[config.mk]
export PLATFORM = sky130hd
export DESIGN_NAME = dac_cfg_sequencer_flat
export DESIGN_NICKNAME = d
export VERILOG_FILES = /design/src/rtl/dac_cfg_pkg.sv /design/src/rtl/dac_cfg_sequencer_if.sv /design/src/rtl/dac_cfg_table.sv /design/src/rtl/dac_cfg_sequencer.sv /design/src/flat_wrapper.sv
export SDC_FILE = /design/constraint.sdc
export NUM_CORES = 1
export LEC_CHECK = 0
export CAP_MARGIN = 30
export CORE_MARGIN = 5
export CORE_UTILIZATION = 56
export DETAILED_ROUTE_END_ITERATION = 8
export DONT_BUFFER_PORTS = 1
export GPL_TIMING_DRIVEN = 0
export MAX_ROUTING_LAYER = met4
export PLACE_DENSITY = 0.79
export SYNTH_ARGS = -nofsm -noshare
export SYNTH_HDL_FRONTEND = slang
export SYNTH_HIERARCHICAL = 1
export SYNTH_SLANG_ARGS = --single-unit
[constraint.sdc]
create_clock -name dac_clk -period 2.6 [get_ports dac_clk]
set_input_delay 0.26 -clock dac_clk [delete_from_list [all_inputs] [get_ports dac_clk]]
set_output_delay 0.26 -clock dac_clk [all_outputs]
set_load 0.005 [all_outputs]
[src/rtl/dac_cfg_pkg.sv]
// rtl/dac_cfg_pkg.sv - DAC command constants, word field positions, sequencer states and word builder
package dac_cfg_pkg;

    localparam logic [3:0]  CMD_WR_UPD = 4'h3;
    localparam logic [3:0]  CMD_RESET  = 4'h7;
    localparam logic [3:0]  CMD_REF    = 4'h8;

    localparam int          CMD_LSB    = 24;
    localparam int          ADDR_LSB   = 20;
    localparam int          CODE_LSB   = 4;

    localparam logic [15:0] REF_CODE   = 16'h0001;

    typedef enum logic [2:0] {
        ST_IDLE,
        ST_LOAD,
        ST_SEND,
        ST_GAP,
        ST_FIN
    } state_e;

    function automatic logic [31:0] mk_word(input logic [3:0]  cmd,
                                            input logic [3:0]  addr,
                                            input logic [15:0] code);
        logic [31:0] w;
        w                  = '0;
        w[CMD_LSB  +: 4]   = cmd;
        w[ADDR_LSB +: 4]   = addr;
        w[CODE_LSB +: 16]  = code;
        return w;
    endfunction

endpackage

[src/rtl/dac_cfg_sequencer_if.sv]
// rtl/dac_cfg_sequencer_if.sv - word stream between the sequencer and the SPI master
interface dac_cfg_sequencer_if;

    logic [31:0] sdo_data_o;
    logic        sdo_valid_o;
    logic        sdo_ready_i;

    modport master (output sdo_data_o, output sdo_valid_o, input  sdo_ready_i);
    modport slave  (input  sdo_data_o, input  sdo_valid_o, output sdo_ready_i);

endinterface

[src/rtl/dac_cfg_table.sv]
// rtl/dac_cfg_table.sv - per-channel DAC code table, one write port, one combinational read port
module dac_cfg_table
    import dac_cfg_pkg::*;
#(
    parameter int          NUM_CH       = 8,
    parameter logic [15:0] DEFAULT_CODE = 16'h8000
) (
    input  logic        clk,
    input  logic        rst_n,
    input  logic        we_i,
    input  logic [3:0]  wr_addr_i,
    input  logic [15:0] wr_data_i,
    input  logic [3:0]  rd_addr_i,
    output logic [15:0] rd_data_o
);

    logic [15:0] mem_q [NUM_CH];

    // Addresses at or beyond NUM_CH match no entry, so such writes fall away.
    always_ff @(posedge clk or negedge rst_n) begin
        if (!rst_n) begin
            for (int i = 0; i < NUM_CH; i++) begin
                mem_q[i] <= DEFAULT_CODE;
            end
        end else begin
            for (int i = 0; i < NUM_CH; i++) begin
                if (we_i && (wr_addr_i == 4'(i))) begin
                    mem_q[i] <= wr_data_i;
                end
            end
        end
    end

    always_comb begin
        rd_data_o = DEFAULT_CODE;
        for (int i = 0; i < NUM_CH; i++) begin
            if (rd_addr_i == 4'(i)) begin
                rd_data_o = mem_q[i];
            end
        end
    end

endmodule

[src/rtl/dac_cfg_sequencer.sv]
// rtl/dac_cfg_sequencer.sv - DAC init-sequence / raw-word sequencer feeding the SPI master
// Optional: DAC_CFG_AUTO_START_EN runs one full sequence right after reset release.
module dac_cfg_sequencer
    import dac_cfg_pkg::*;
#(
    parameter int          NUM_CH         = 8,
    parameter int          GAP_CYCLES     = 4,
    parameter int          TIMEOUT_CYCLES = 1024,
    parameter logic [15:0] DEFAULT_CODE   = 16'h8000
) (
    input  logic                       dac_clk,
    input  logic                       rst_n,
    input  logic                       start_i,
    output logic                       busy_o,
    output logic                       done_o,
    output logic                       err_o,
    input  logic                       single_valid_i,
    input  logic [31:0]                single_data_i,
    output logic                       single_ready_o,
    input  logic                       tbl_we_i,
    input  logic [3:0]                 tbl_addr_i,
    input  logic [15:0]                tbl_data_i,
    dac_cfg_sequencer_if.master        sdo
);

    localparam int IDX_W = $clog2(NUM_CH + 2);
    localparam int GAP_W = (GAP_CYCLES > 0) ? $clog2(GAP_CYCLES + 1) : 1;
    localparam int TMO_W = $clog2(TIMEOUT_CYCLES + 1);
    localparam logic [IDX_W-1:0] LAST_IDX = IDX_W'(NUM_CH + 1);

    state_e             state_q, state_d;
    state_e             after_word;
    logic [IDX_W-1:0]   idx_q, idx_d;
    logic               seq_q, seq_d;
    logic [31:0]        data_q, data_d;
    logic [GAP_W-1:0]   gap_q, gap_d;
    logic [TMO_W-1:0]   tmo_q, tmo_d;
    logic               err_q, err_d;
    logic               start_req;
    logic [3:0]         ch_addr;
    logic [15:0]        tbl_code;

`ifdef DAC_CFG_AUTO_START_EN
    logic auto_q;

    always_ff @(posedge dac_clk or negedge rst_n) begin
        if (!rst_n) begin
            auto_q <= 1'b1;
        end else begin
            auto_q <= 1'b0;
        end
    end

    assign start_req = start_i | auto_q;
`else
    assign start_req = start_i;
`endif

    // Word indices 0 and 1 are the reset/reference words; channels start at 2.
    assign ch_addr = 4'(idx_q - IDX_W'(2));

    dac_cfg_table #(
        .NUM_CH       (NUM_CH),
        .DEFAULT_CODE (DEFAULT_CODE)
    ) u_table (
        .clk       (dac_clk),
        .rst_n     (rst_n),
        .we_i      (tbl_we_i),
        .wr_addr_i (tbl_addr_i),
        .wr_data_i (tbl_data_i),
        .rd_addr_i (ch_addr),
        .rd_data_o (tbl_code)
    );

    always_ff @(posedge dac_clk or negedge rst_n) begin
        if (!rst_n) begin
            state_q <= ST_IDLE;
            idx_q   <= '0;
            seq_q   <= 1'b0;
            data_q  <= '0;
            gap_q   <= '0;
            tmo_q   <= '0;
            err_q   <= 1'b0;
        end else begin
            state_q <= state_d;
            idx_q   <= idx_d;
            seq_q   <= seq_d;
            data_q  <= data_d;
            gap_q   <= gap_d;
            tmo_q   <= tmo_d;
            err_q   <= err_d;
        end
    end

    always_comb begin
        state_d = state_q;
        idx_d   = idx_q;
        seq_d   = seq_q;
        data_d  = data_q;
        gap_d   = gap_q;
        tmo_d   = tmo_q;
        err_d   = err_q;

        if (!seq_q) begin
            after_word = ST_IDLE;
        end else if (idx_q < LAST_IDX) begin
            after_word = ST_LOAD;
        end else begin
            after_word = ST_FIN;
        end

        unique case (state_q)
            ST_IDLE: begin
                if (start_req) begin
                    state_d = ST_LOAD;
                    idx_d   = '0;
                    seq_d   = 1'b1;
                    err_d   = 1'b0;
                end else if (single_valid_i) begin
                    state_d = ST_SEND;
                    seq_d   = 1'b0;
                    data_d  = single_data_i;
                    tmo_d   = '0;
                end
            end
            ST_LOAD: begin
                if (idx_q == '0) begin
                    data_d = mk_word(CMD_RESET, 4'h0, 16'h0000);
                end else if (idx_q == IDX_W'(1)) begin
                    data_d = mk_word(CMD_REF, 4'h0, REF_CODE);
                end else begin
                    data_d = mk_word(CMD_WR_UPD, ch_addr, tbl_code);
                end
                state_d = ST_SEND;
                tmo_d   = '0;
            end
            ST_SEND: begin
                if (sdo.sdo_ready_i) begin
                    gap_d = '0;
                    if (GAP_CYCLES == 0) begin
                        state_d = after_word;
                        if (after_word == ST_LOAD) idx_d = idx_q + IDX_W'(1);
                    end else begin
                        state_d = ST_GAP;
                    end
                end else if (tmo_q == TMO_W'(TIMEOUT_CYCLES - 1)) begin
                    state_d = ST_IDLE;
                    err_d   = 1'b1;
                end else begin
                    tmo_d = tmo_q + TMO_W'(1);
                end
            end
            ST_GAP: begin
                if (gap_q == GAP_W'(GAP_CYCLES - 1)) begin
                    state_d = after_word;
                    if (after_word == ST_LOAD) idx_d = idx_q + IDX_W'(1);
                end else begin
                    gap_d = gap_q + GAP_W'(1);
                end
            end
            ST_FIN: begin
                state_d = ST_IDLE;
            end
            default: begin
                state_d = ST_IDLE;
            end
        endcase
    end

    // Valid derives from the async-reset state register, so it drops the instant rst_n falls.
    assign sdo.sdo_valid_o = (state_q == ST_SEND);
    assign sdo.sdo_data_o  = data_q;
    assign single_ready_o  = (state_q == ST_SEND) && !seq_q && sdo.sdo_ready_i;
    assign busy_o          = (state_q != ST_IDLE);
    assign done_o          = (state_q == ST_FIN);
    assign err_o           = err_q;

endmodule

[src/flat_wrapper.sv]
// flat-port wrapper written by rule: the top's interface ports become plain ports
module dac_cfg_sequencer_flat import dac_cfg_pkg::*;
#(
    parameter int          NUM_CH         = 8,
    parameter int          GAP_CYCLES     = 4,
    parameter int          TIMEOUT_CYCLES = 1024,
    parameter logic [15:0] DEFAULT_CODE   = 16'h8000
)
  (dac_clk, rst_n, start_i, busy_o, done_o, err_o, single_valid_i, single_data_i, single_ready_o, tbl_we_i, tbl_addr_i, tbl_data_i, sdo_sdo_data_o, sdo_sdo_valid_o, sdo_sdo_ready_i);
  dac_cfg_sequencer_if sdo_i ();
  input  logic dac_clk;
  input  logic rst_n;
  input  logic start_i;
  output logic busy_o;
  output logic done_o;
  output logic err_o;
  input  logic single_valid_i;
  input  logic [31:0] single_data_i;
  output logic single_ready_o;
  input  logic tbl_we_i;
  input  logic [3:0] tbl_addr_i;
  input  logic [15:0] tbl_data_i;
  output wire logic [$bits(sdo_i.sdo_data_o)-1:0] sdo_sdo_data_o;
  output wire logic [$bits(sdo_i.sdo_valid_o)-1:0] sdo_sdo_valid_o;
  input wire logic [$bits(sdo_i.sdo_ready_i)-1:0] sdo_sdo_ready_i;
  assign sdo_sdo_data_o = sdo_i.sdo_data_o;
  assign sdo_sdo_valid_o = sdo_i.sdo_valid_o;
  assign sdo_i.sdo_ready_i = sdo_sdo_ready_i;
  dac_cfg_sequencer #(.NUM_CH(NUM_CH), .GAP_CYCLES(GAP_CYCLES), .TIMEOUT_CYCLES(TIMEOUT_CYCLES), .DEFAULT_CODE(DEFAULT_CODE)) u_core (.dac_clk(dac_clk), .rst_n(rst_n), .start_i(start_i), .busy_o(busy_o), .done_o(done_o), .err_o(err_o), .single_valid_i(single_valid_i), .single_data_i(single_data_i), .single_ready_o(single_ready_o), .tbl_we_i(tbl_we_i), .tbl_addr_i(tbl_addr_i), .tbl_data_i(tbl_data_i), .sdo(sdo_i));
endmodule
==> summary.md <==
| Metric | Value |
|---|---|
| Status | finished with violations |
| Failing checks | hold timing |
| FF+latch count, synth | 183 |
| Top post-synthesis cells by area | dfrtp_1 (49%), mux2_2 (16%), nand2_1 (2.7%) |
| Hold Fails Final Rpt | 183 |
| R2r worst-path depth | 10 |
| Nets@finish | 857 |
| Clk buf depth | 2 |
| Area share of the largest cell type after synthesis | 0.489 |
| Cell count after synthesis | 745 |
| Critical Path Stages | 10 |
| Dpl hpwl | 15400 um |
| Switching pwr | 4.00 mW |
| Fin Hold WS | -0.482 ns |
| GRT met1 Usage | 0.329 |
| Clock power frac | 0.243 |
| # IOs | 95 |
| CP max FO | 10 |
| Final worst slack | 0.171 ns |
| Worst Path Arrival | 2.73 ns |
| Clock transition at path regs | 0.07 ns |
| Routing usage on met3 | 0.0622 |
| Syn Nets | 812 |
| Largest net degree at the start of global routing | 184 |
| Synthesized cell area | 8950 um2 |
| Die area | 18600 um2 |
| Tcrit/Tclk final | 0.934 |
| CTS sink cnt | 183 |
| Wire per inst | 22.6 um |
| Yosys Warn Count | 6 |
| Cell area power density | 1060 nW/um2 |
| Initial antenna violation count | 0 |
| Least-Margin Pin Slew | 0.659 ns |
| Critical Path RT | 2.90 ns |
| Max stage delay on crit path | 0.47 ns |
| Core region area | 15800 um2 |
| Top-count cell post-synth | dfrtp_1 |
| H-tree depth | 4 |
| DRT Pass-1 Iters | 6 |
| Sw frac | 0.372 |
| Worst Path Buf+Inv | 4 |
| Total Wirelength | 23100 um |
| Setup_tns | 0 ns |
| Clock Root Buffer | clkbuf_16 |
| Die height | 136 um |
| Post-synth EDFFs | 0 |
| Synthesis-to-layout area growth | 13.1% |
| Initial Util | 0.568 |
| GPL Wtd Cong | 0.887 |
| Diode count | 0 |
| Post-CTS Hold Buffers | 25 |
| Row count | 46 |
| Sequential-to-total area share from yosys stat | 0.513 |
| Dominant cell type by area after synthesis | dfrtp_1 |
| Internal power consumption | 6.75 mW |
| DRC Markers | 0 |
| Slew headroom | 0.561 |
| CP delay by family, top | buffers and inverters |
| # setup viols final | 0 |
| Slew Viols, Final | 0 |
| VDD IR max | 0.698 mV |
| Clk_lat worst skew | 0.44 ns |
| Sequential share of power | 0.393 |
| Tightest Hold Check Type | in -> async |
| Vias in the first global route | 6662 |
| Overflow after GRT | 0 |
| Post-route ant nets | 0 |
| Clk_skew | 0.00825 ns |
| Max-cap check violation count | 0 |
| Met2 usage | 0.410 |
| Synth cell types | 70 |
| Most common library cells after synthesis | dfrtp_1 (175), mux2_2 (128), nand2_1 (65) |
| CP Launch Type | flop |
| CTS tree | yes |
| Most Crowded Layer GR | met2 |
| Crit path kind | reg -> reg |
| CP cell instances | inv_2, ha_1, xor2_1, clkbuf_1, clkbuf_2, nor2_1, inv_1, a221oi_1, a21oi_1, o21ai_0 |
| 1st-iter DRT viols | 580 |
| Num CTS Buffers | 17 |
| CP endpoint kind | flop |
| Vias | 6530 |
| Slowest CP cell | clkbuf_1 |
| Avg Cell Area, Syn | 12.0 um2 |
| Share of layout cells above drive strength 1 | 0.296 |
| Die Width | 136 um |
| Leak pwr | 4.45 nW |
| GRT Total Usage | 0.259 |
| Comb power frac | 0.364 |
| Drt via density | 6.41 |
| RSZ-0062 raised after global routing | false |
| Port Buf Inserts | 0 |
| First-pass GRT wire length | 35800 um |
| Async set-reset flop share out of synthesis | 1.00 |
| Ys flop type | dfrtp_1 |
| Fmax | 0.412 GHz |
| Worst slack at placement | -0.298 ns |
| Tmin final | 2.43 ns |
## registers in the layout (all words and copies together) (netlist names)
register and flops:
u_core/u_table/mem_q 128, u_core/sdo.sdo_data_o 32, u_core/tmo_q 11, u_core/idx_q 4, u_core/gap_q 3, u_core/state_q 3, u_core/err_o 1, u_core/seq_q 1
## stage by stage
stage                     hold slack (ns)  utilization  cells  total power [mW]  instance area, um2
final                              -0.482        0.642   1019              10.8               10100
after CTS                          -0.499        0.640   1018              10.6               10100
after floorplan                   -0.0356            -    745              6.79                8950
after detailed placement          -0.0295        0.585    961              7.92                9220
after global routing               -0.507        0.642   1019              11.3               10100
after global placement            -0.0292        0.585    961              7.70                9220
## layout make-up
class,instances,area (um2)
clock buffer,18,439
timing repair buffer,26,258
sequential,183,4590
buffer,51,325
multi-input combinational,494,4010
inverter,17,65.1
fill,1185,5650
clock inverter,14,168
tap,216,270
## power groups by stage
stage | registers, mW | logic [mW] | clock network [mW]
2_1_floorplan | 4.06 | 2.73 | 0
3_3_place_gp | 4.18 | 3.52 | 0
3_5_place_dp | 4.26 | 3.67 | 0
4_1_cts | 4.21 | 3.79 | 2.65
5_1_grt | 4.31 | 4.21 | 2.76
6_report | 4.22 | 3.92 | 2.61
## final timing paths
kind	start	end	slack, ns
worst max register to register	u_core/idx_q[1]	u_core/sdo.sdo_data_o[4]	0.17
max in group asynchronous	rst_n	u_core/u_table/mem_q[47]	2.80
worst max-delay path	u_core/idx_q[1]	u_core/sdo.sdo_data_o[4]	0.17
min in group dac_clk	start_i	u_core/state_q[1]	0.03
worst min-delay path	rst_n	u_core/sdo.sdo_data_o[0]	-0.48
worst min register to register	u_core/u_table/mem_q[93]	u_core/u_table/mem_q[93]	0.51
## layout by cell type (no fill, tap or decap), types with 4 or more instances in the layout
cell type and n:
a211oi_1 6, a21oi_1 29, a221oi_1 6, a22o_1 9, a22oi_1 28, a31oi_1 7, and3_1 5, buf_2 12
buf_4 13, buf_6 7, clkbuf_1 12, clkbuf_16 17, clkbuf_2 4, dfrtp_1 173, dfstp_2 8, dlygate4sd3_1 25
ha_1 9, inv_1 14, mux2_2 128, mux2i_1 20, mux4_2 9, nand2_1 65, nand3_1 5, nor2_1 22
nor2b_1 8, nor3_1 11, o21ai_0 35, o21ai_1 11, o22ai_1 10, o2bb2ai_1 12
## kinds of logic (layout without fill, tap and decap cells)
kind of cell | Yosys count | count (layout) | share of synthesized area
AO/OA/AOI/OAI | 175 | 175 | 0.132
buffers and inverters | 68 | 126 | 0.0408
XOR/XNOR | 2 | 2 | 0.00196
adder cells (fa/ha/maj) | 9 | 9 | 0.0126
multiplexers | 160 | 160 | 0.210
AND/OR/NAND/NOR | 148 | 148 | 0.0904
flip-flops | 183 | 183 | 0.513
## layer usage
layer  up-vias  share of wire
met3        43          0.093
met1      3313           0.41
met4         0          0.017
met5         -              0
li1       2831              -
met2       343           0.48
## repair_timing
action	in CTS	in global routing
endpoints found under the setup margin	10	14
gates resized for setup	10	12
setup buffers	0	1
hold endpoints to repair	320	183
(Power assumes the default switching activity.)
==> patch 1, RTL diff (same flow settings) <==
Encoding of `state_e`: now one-hot (5 bits for 5 states).
--- a/src/rtl/dac_cfg_pkg.sv
+++ b/src/rtl/dac_cfg_pkg.sv
@@ -11,12 +11,12 @@
 
     localparam logic [15:0] REF_CODE   = 16'h0001;
 
-    typedef enum logic [2:0] {
-        ST_IDLE,
-        ST_LOAD,
-        ST_SEND,
-        ST_GAP,
-        ST_FIN
+    typedef enum logic [4:0] {
+        ST_IDLE = 5'b00001,
+        ST_LOAD = 5'b00010,
+        ST_SEND = 5'b00100,
+        ST_GAP  = 5'b01000,
+        ST_FIN  = 5'b10000
     } state_e;
 
     function automatic logic [31:0] mk_word(input logic [3:0]  cmd,
Check against the original RTL: same outputs for any inputs over 4 cycles, from zero or initial values and one cycle with rst_n low; so few cycles prove little.
==> patch 1 against the unedited design <==
- the run still ends with negative hold slack left
- first-iteration DRC count up 54%
- global-route usage rose by 0.24 points
- die area shrank 0.51%
- fmax fell by 0.56%
- critical endpoint is now u_core/sdo.sdo_data_o[19]$_DFFE_PN0P_
- wire length down 1.5%
- sequential share of layout area up 0.38 points
- sequential cell count is 2 higher
- design area increased by 0.25%
- worst setup slack got worse by 14 ps
- area after synthesis decreased by 0.56%
- non-clock buffer count decreased by 3
Power is not compared: it rests on default switching activity, and its combinational part moved more than twofold at a synthesized area within 25%.
==> patch 1: results (changes against the unedited design) <==
status=finished with violations; failing checks=negative hold slack; Root Buffer=clkbuf_16; Clock Skew=5.894 ps (-2.357 ps); maximum number of pins on one net before global-route repair=186 (+1.1%); clock buffer depth=2 (unchanged); H-Tree Depth=4 (unchanged); Worst Path Arrival=2760 ps (+30 ps); Slew HR=55.97% (-0.11 points); register area share after synthesis=52.13% (+0.86 points); port buffer count=0 (unchanged); synth warn=6 (unchanged); TritonRoute pass-1 iters=5 (-1); hold buffers post-CTS=31 (+24%); Hold Fails Final Rpt=185 (+1.1%); drt drc=0 (unchanged); ranking of synthesized cells by area=dfrtp_1, mux2_2, dfstp_2; Hold Crit Class=in2async; vias in the first global route=6,609 (-0.80%); first-pass GRT wire length=36,130 um (+1.0%); clock latency on the worst-skew pair=430 ps; Tot GR Track Use=26.09% (+0.24 points); Lkg Pwr=4.427 nW; Initial DRC Count=891 (+54%); initial antenna violation count=1 (+1); hold slack=-485.2 ps (-3.215 ps); async set or reset register ratio after synthesis=100.0% (unchanged); slowest stage cell, crit path=dfrtp_1; HPWL Detailed=14,970 um (-2.6%); Total Wirelength=22,710 um (-1.5%); drt wl/cell=22.47 um (-0.74%); Via density=6.359 (-0.77%); syn nets=799 (-1.6%); Yosys cell types=60 (-14%); Critical Path Max Stage Delay=420 ps (-50 ps); number of placed cells counting well taps=948 (-1.4%); synthesized area per cell=12.16 um^2 (+1.2%); Max FO, Critical Path=10 (unchanged); Synth top cells by count=dfrtp_1, mux2_2, nor2_1; share of cells above drive strength 1=30.10% (+0.46 points); nets=848 (-1.1%); TritonCTS Buffers=17 (unchanged); # fillers=1,157 (-2.4%); GPL Wtd Cong=0.9158 (+3.3%)
==> patch 1: layout make-up <==
| cell class | count | area share (%) |
|---|---|---|
| buffer | 43 | 2.774 |
| timing repair buffer | 31 | 3.057 |
| sequential | 185 | 45.73 |
| inverter | 16 | 0.6164 |
| antenna | 1 | 0.02465 |
| clock buffer | 18 | 4.327 |
| multi-input combinational | 487 | 39.02 |
| tap | 216 | 2.663 |
| clock inverter | 14 | 1.787 |
==> patch 1: repair_timing <==
action                                  CTS  global route
gates resized for setup                   9            17
cloned                                    0             0
hold endpoints to repair                328           185
endpoints found under the setup margin   16            16
==> patch 1: through the flow <==
stage	power, mW	worst slack (ps)	setup TNS (ps)	cell area [um^2]
after global routing	9.106	0.6164	0	10150
final	8.690	157.0	0	10150
after global placement	5.756	-306.2	-1431	9173
after floorplan	5.436	520.6	0	8902
after CTS	8.678	-5.137	-5.137	10130
after detailed placement	5.917	-311.3	-1663	9173
==> patch 1: worst paths after layout <==
check / startpoint / to / slack [ps] / depth (start not counted)
setup / recovery: u_core/idx_q[1]$_DFFE_PN0P_ / u_core/sdo.sdo_data_o[19]$_DFFE_PN0P_ / 160 / 10
hold / removal: rst_n / u_core/tmo_q[6]$_DFFE_PN0P_ / -490 / 0
setup reg to reg: u_core/idx_q[1]$_DFFE_PN0P_ / u_core/sdo.sdo_data_o[19]$_DFFE_PN0P_ / 160 / 10
hold reg to reg: u_core/tmo_q[10]$_DFFE_PN0P_ / u_core/tmo_q[10]$_DFFE_PN0P_ / 500 / 1
max in group asynchronous: rst_n / u_core/u_table/mem_q[79]$_DFFE_PN1P_ / 2650 / 0
min in group dac_clk: single_data_i[14] / u_core/sdo.sdo_data_o[14]$_DFFE_PN0P_ / 20 / 2
==> patch 1: metal layers <==
metal  part of all wire (%)  up-vias  GRT usage [%]
met5                      0        -              -
met4                    1.9        0          7.839
met3                    9.7       49          7.846
met2                     46      310          39.74
met1                     42     3277          34.04
li1                       -     2793              -
==> patch 1: logic make-up (layout without fill, tap and decap cells) <==
group | count (synthesis) | count (layout) | synth area share (%)
other cells | 0 | 1 | 0
compound gates | 134 | 134 | 10.88
simple gates | 181 | 181 | 10.72
flops | 185 | 185 | 52.13
mux | 159 | 159 | 20.98
fa+ha+maj | 9 | 9 | 1.265
xor+xnor | 4 | 4 | 0.3936
buf+inv | 60 | 122 | 3.626
==> patch 1: worst max-delay path, delay by kind of cell, from the launching register on <==
kind | cells | cell delay (ps)
adder cells (fa/ha/maj) | 1 | 250
flip-flops | 1 | 420
AO/OA/AOI/OAI | 3 | 580
AND/OR/NAND/NOR | 2 | 250
buffers and inverters | 4 | 800
==> patch 1: report_power, final <==
group | switching [mW] | internal, mW
combinational | 0.913 | 0.868
sequential | 0.545 | 3.68
clock | 1.19 | 1.49
==> patch 2, RTL diff (config.mk and constraints unchanged) <==
Made on the original files. The package constant `CODE_LSB` goes from 4 to 6.
--- a/src/rtl/dac_cfg_pkg.sv
+++ b/src/rtl/dac_cfg_pkg.sv
@@ -7,7 +7,7 @@
 
     localparam int          CMD_LSB    = 24;
     localparam int          ADDR_LSB   = 20;
-    localparam int          CODE_LSB   = 4;
+    localparam int          CODE_LSB   = 6;
 
     localparam logic [15:0] REF_CODE   = 16'h0001;
 
Function: same outputs for any inputs over 4 cycles, from zero or initial values and one cycle with rst_n low; that may be too few to reach the edited logic, so the function may still have changed.
==> patch 2 against the unedited design <==
- the run still ends with negative hold slack left
- critical path depth unchanged
- design area decreased by 2.2%
- area after synthesis shrank 1.4%
- fmax shrank 3.5%
- largest cell class unchanged
- wire length is 3.1% lower
- largest power group unchanged
- worst setup slack worse by 87 ps
- sequential cell count did not move
- hold slack improved by 5.2 ps
- total power is 9.2% lower
- highest routed layer unchanged
==> patch 2: results (changes against the unedited design) <==
status=finished with violations; failing checks=negative hold slack; Root Buffer=clkbuf_16; reg2reg end=u_core/sdo.sdo_data_o[11]$_DFFE_PN0P_; hold slack=-476.8 ps (+5.160 ps); syn nets=802 (-1.2%); HPWL Detailed=15,070 um (-2.0%); Hold Fails Final Rpt=183 (unchanged); Tot GR Track Use=25.65% (-0.21 points); Initial DRC Count=598 (+3.1%); Clock Skew=5.262 ps (-2.990 ps); nets=846 (-1.3%); drt wl/cell=22.29 um (-1.5%); slowest stage cell, crit path=dfrtp_1; Synth top cells by count=dfrtp_1, mux2_2, nand2_1; Max VDD drop=0.0006114 V (-12%); Critical Path Max Stage Delay=410 ps (-60 ps); GPL Wtd Cong=0.8514 (-4.0%); Worst Path Arrival=2870 ps (+140 ps); Via Count=6,232 (-4.6%); TritonRoute pass-1 iters=5 (-1); Yosys cell types=58 (-17%); initial antenna violation count=2 (+2); crit-path leading delay family=compound AO/OA/AOI/OAI gates; Post-DP Area=9090 um^2 (-1.4%); Hold Crit Class=in2async; Via density=6.213 (-3.0%); synthesized instance count=735 (-1.3%); number of placed cells counting well taps=946 (-1.6%); Slew HR=44.36% (-12 points); R2R Setup Slk=80 ps (-90 ps); share of cells above drive strength 1=28.77% (-0.87 points); register area share after synthesis=52.00% (+0.73 points); FF-to-FF path depth=10 (unchanged); ranking of synthesized cells by area=dfrtp_1, mux2_2, nand2_1; first-pass GRT wire length=35,200 um (-1.6%)
[patch 2: cells by family (layout without fill, tap and decap cells)]
logic type | count (synthesis) | after routing | share of synthesized area [%]
adders and majority gates | 9 | 9 | 1.276
AOI/OAI and AO/OA | 169 | 169 | 12.49
xor gates and xnor gates | 3 | 3 | 0.2978
and+or+nand+nor | 151 | 151 | 8.974
other | 0 | 3 | 0
buffers and inverters | 61 | 115 | 3.771
muxes | 159 | 159 | 21.19
DFF | 183 | 183 | 52.00
[patch 2: power by group]
group          leakage [nW]  internal [mW]  total, mW  switching (mW)
clock                 0.247           1.22       2.25            1.03
combinational          1.84           1.44       3.33            1.89
sequential             2.26           3.65       4.18           0.532
[patch 2: what timing repair did]
| action | in CTS | in global routing |
|---|---|---|
| endpoints found under the hold margin | 321 | 183 |
| endpoints found under the setup margin | 10 | 16 |
| resized for setup | 6 | 12 |
[patch 2: cell type report]
class | count | area (um^2)
clock inverter | 9 | 57.56
tap | 211 | 264.0
clock buffer | 20 | 446.7
sequential | 183 | 4589
timing repair buffer | 26 | 260.3
multi-input combinational | 491 | 3929
fill | 1136 | 5416
buffer | 48 | 297.8
antenna | 3 | 7.507
inverter | 12 | 46.29
[patch 2: stage by stage]
step	setup TNS [ps]	worst slack [ps]
after floorplan	0	568.7
after global placement	-182.5	-125.8
after detailed placement	-512.4	-193.8
after CTS	0	29.28
after global routing	-125.8	-37.66
final	0	83.52
[patch 2: layer usage]
| layer | global-route usage (%) | share of wire, % | wire length, um | vias to the layer above |
|---|---|---|---|---|
| li1 | - | - | - | 2758 |
| met1 | 33.71 | 43 | 9653 | 3180 |
| met2 | 39.66 | 48 | 10690 | 268 |
| met3 | 6.649 | 7.6 | 1699 | 26 |
| met4 | 7.615 | 1.4 | 310 | 0 |
| met5 | - | 0 | 0 | - |
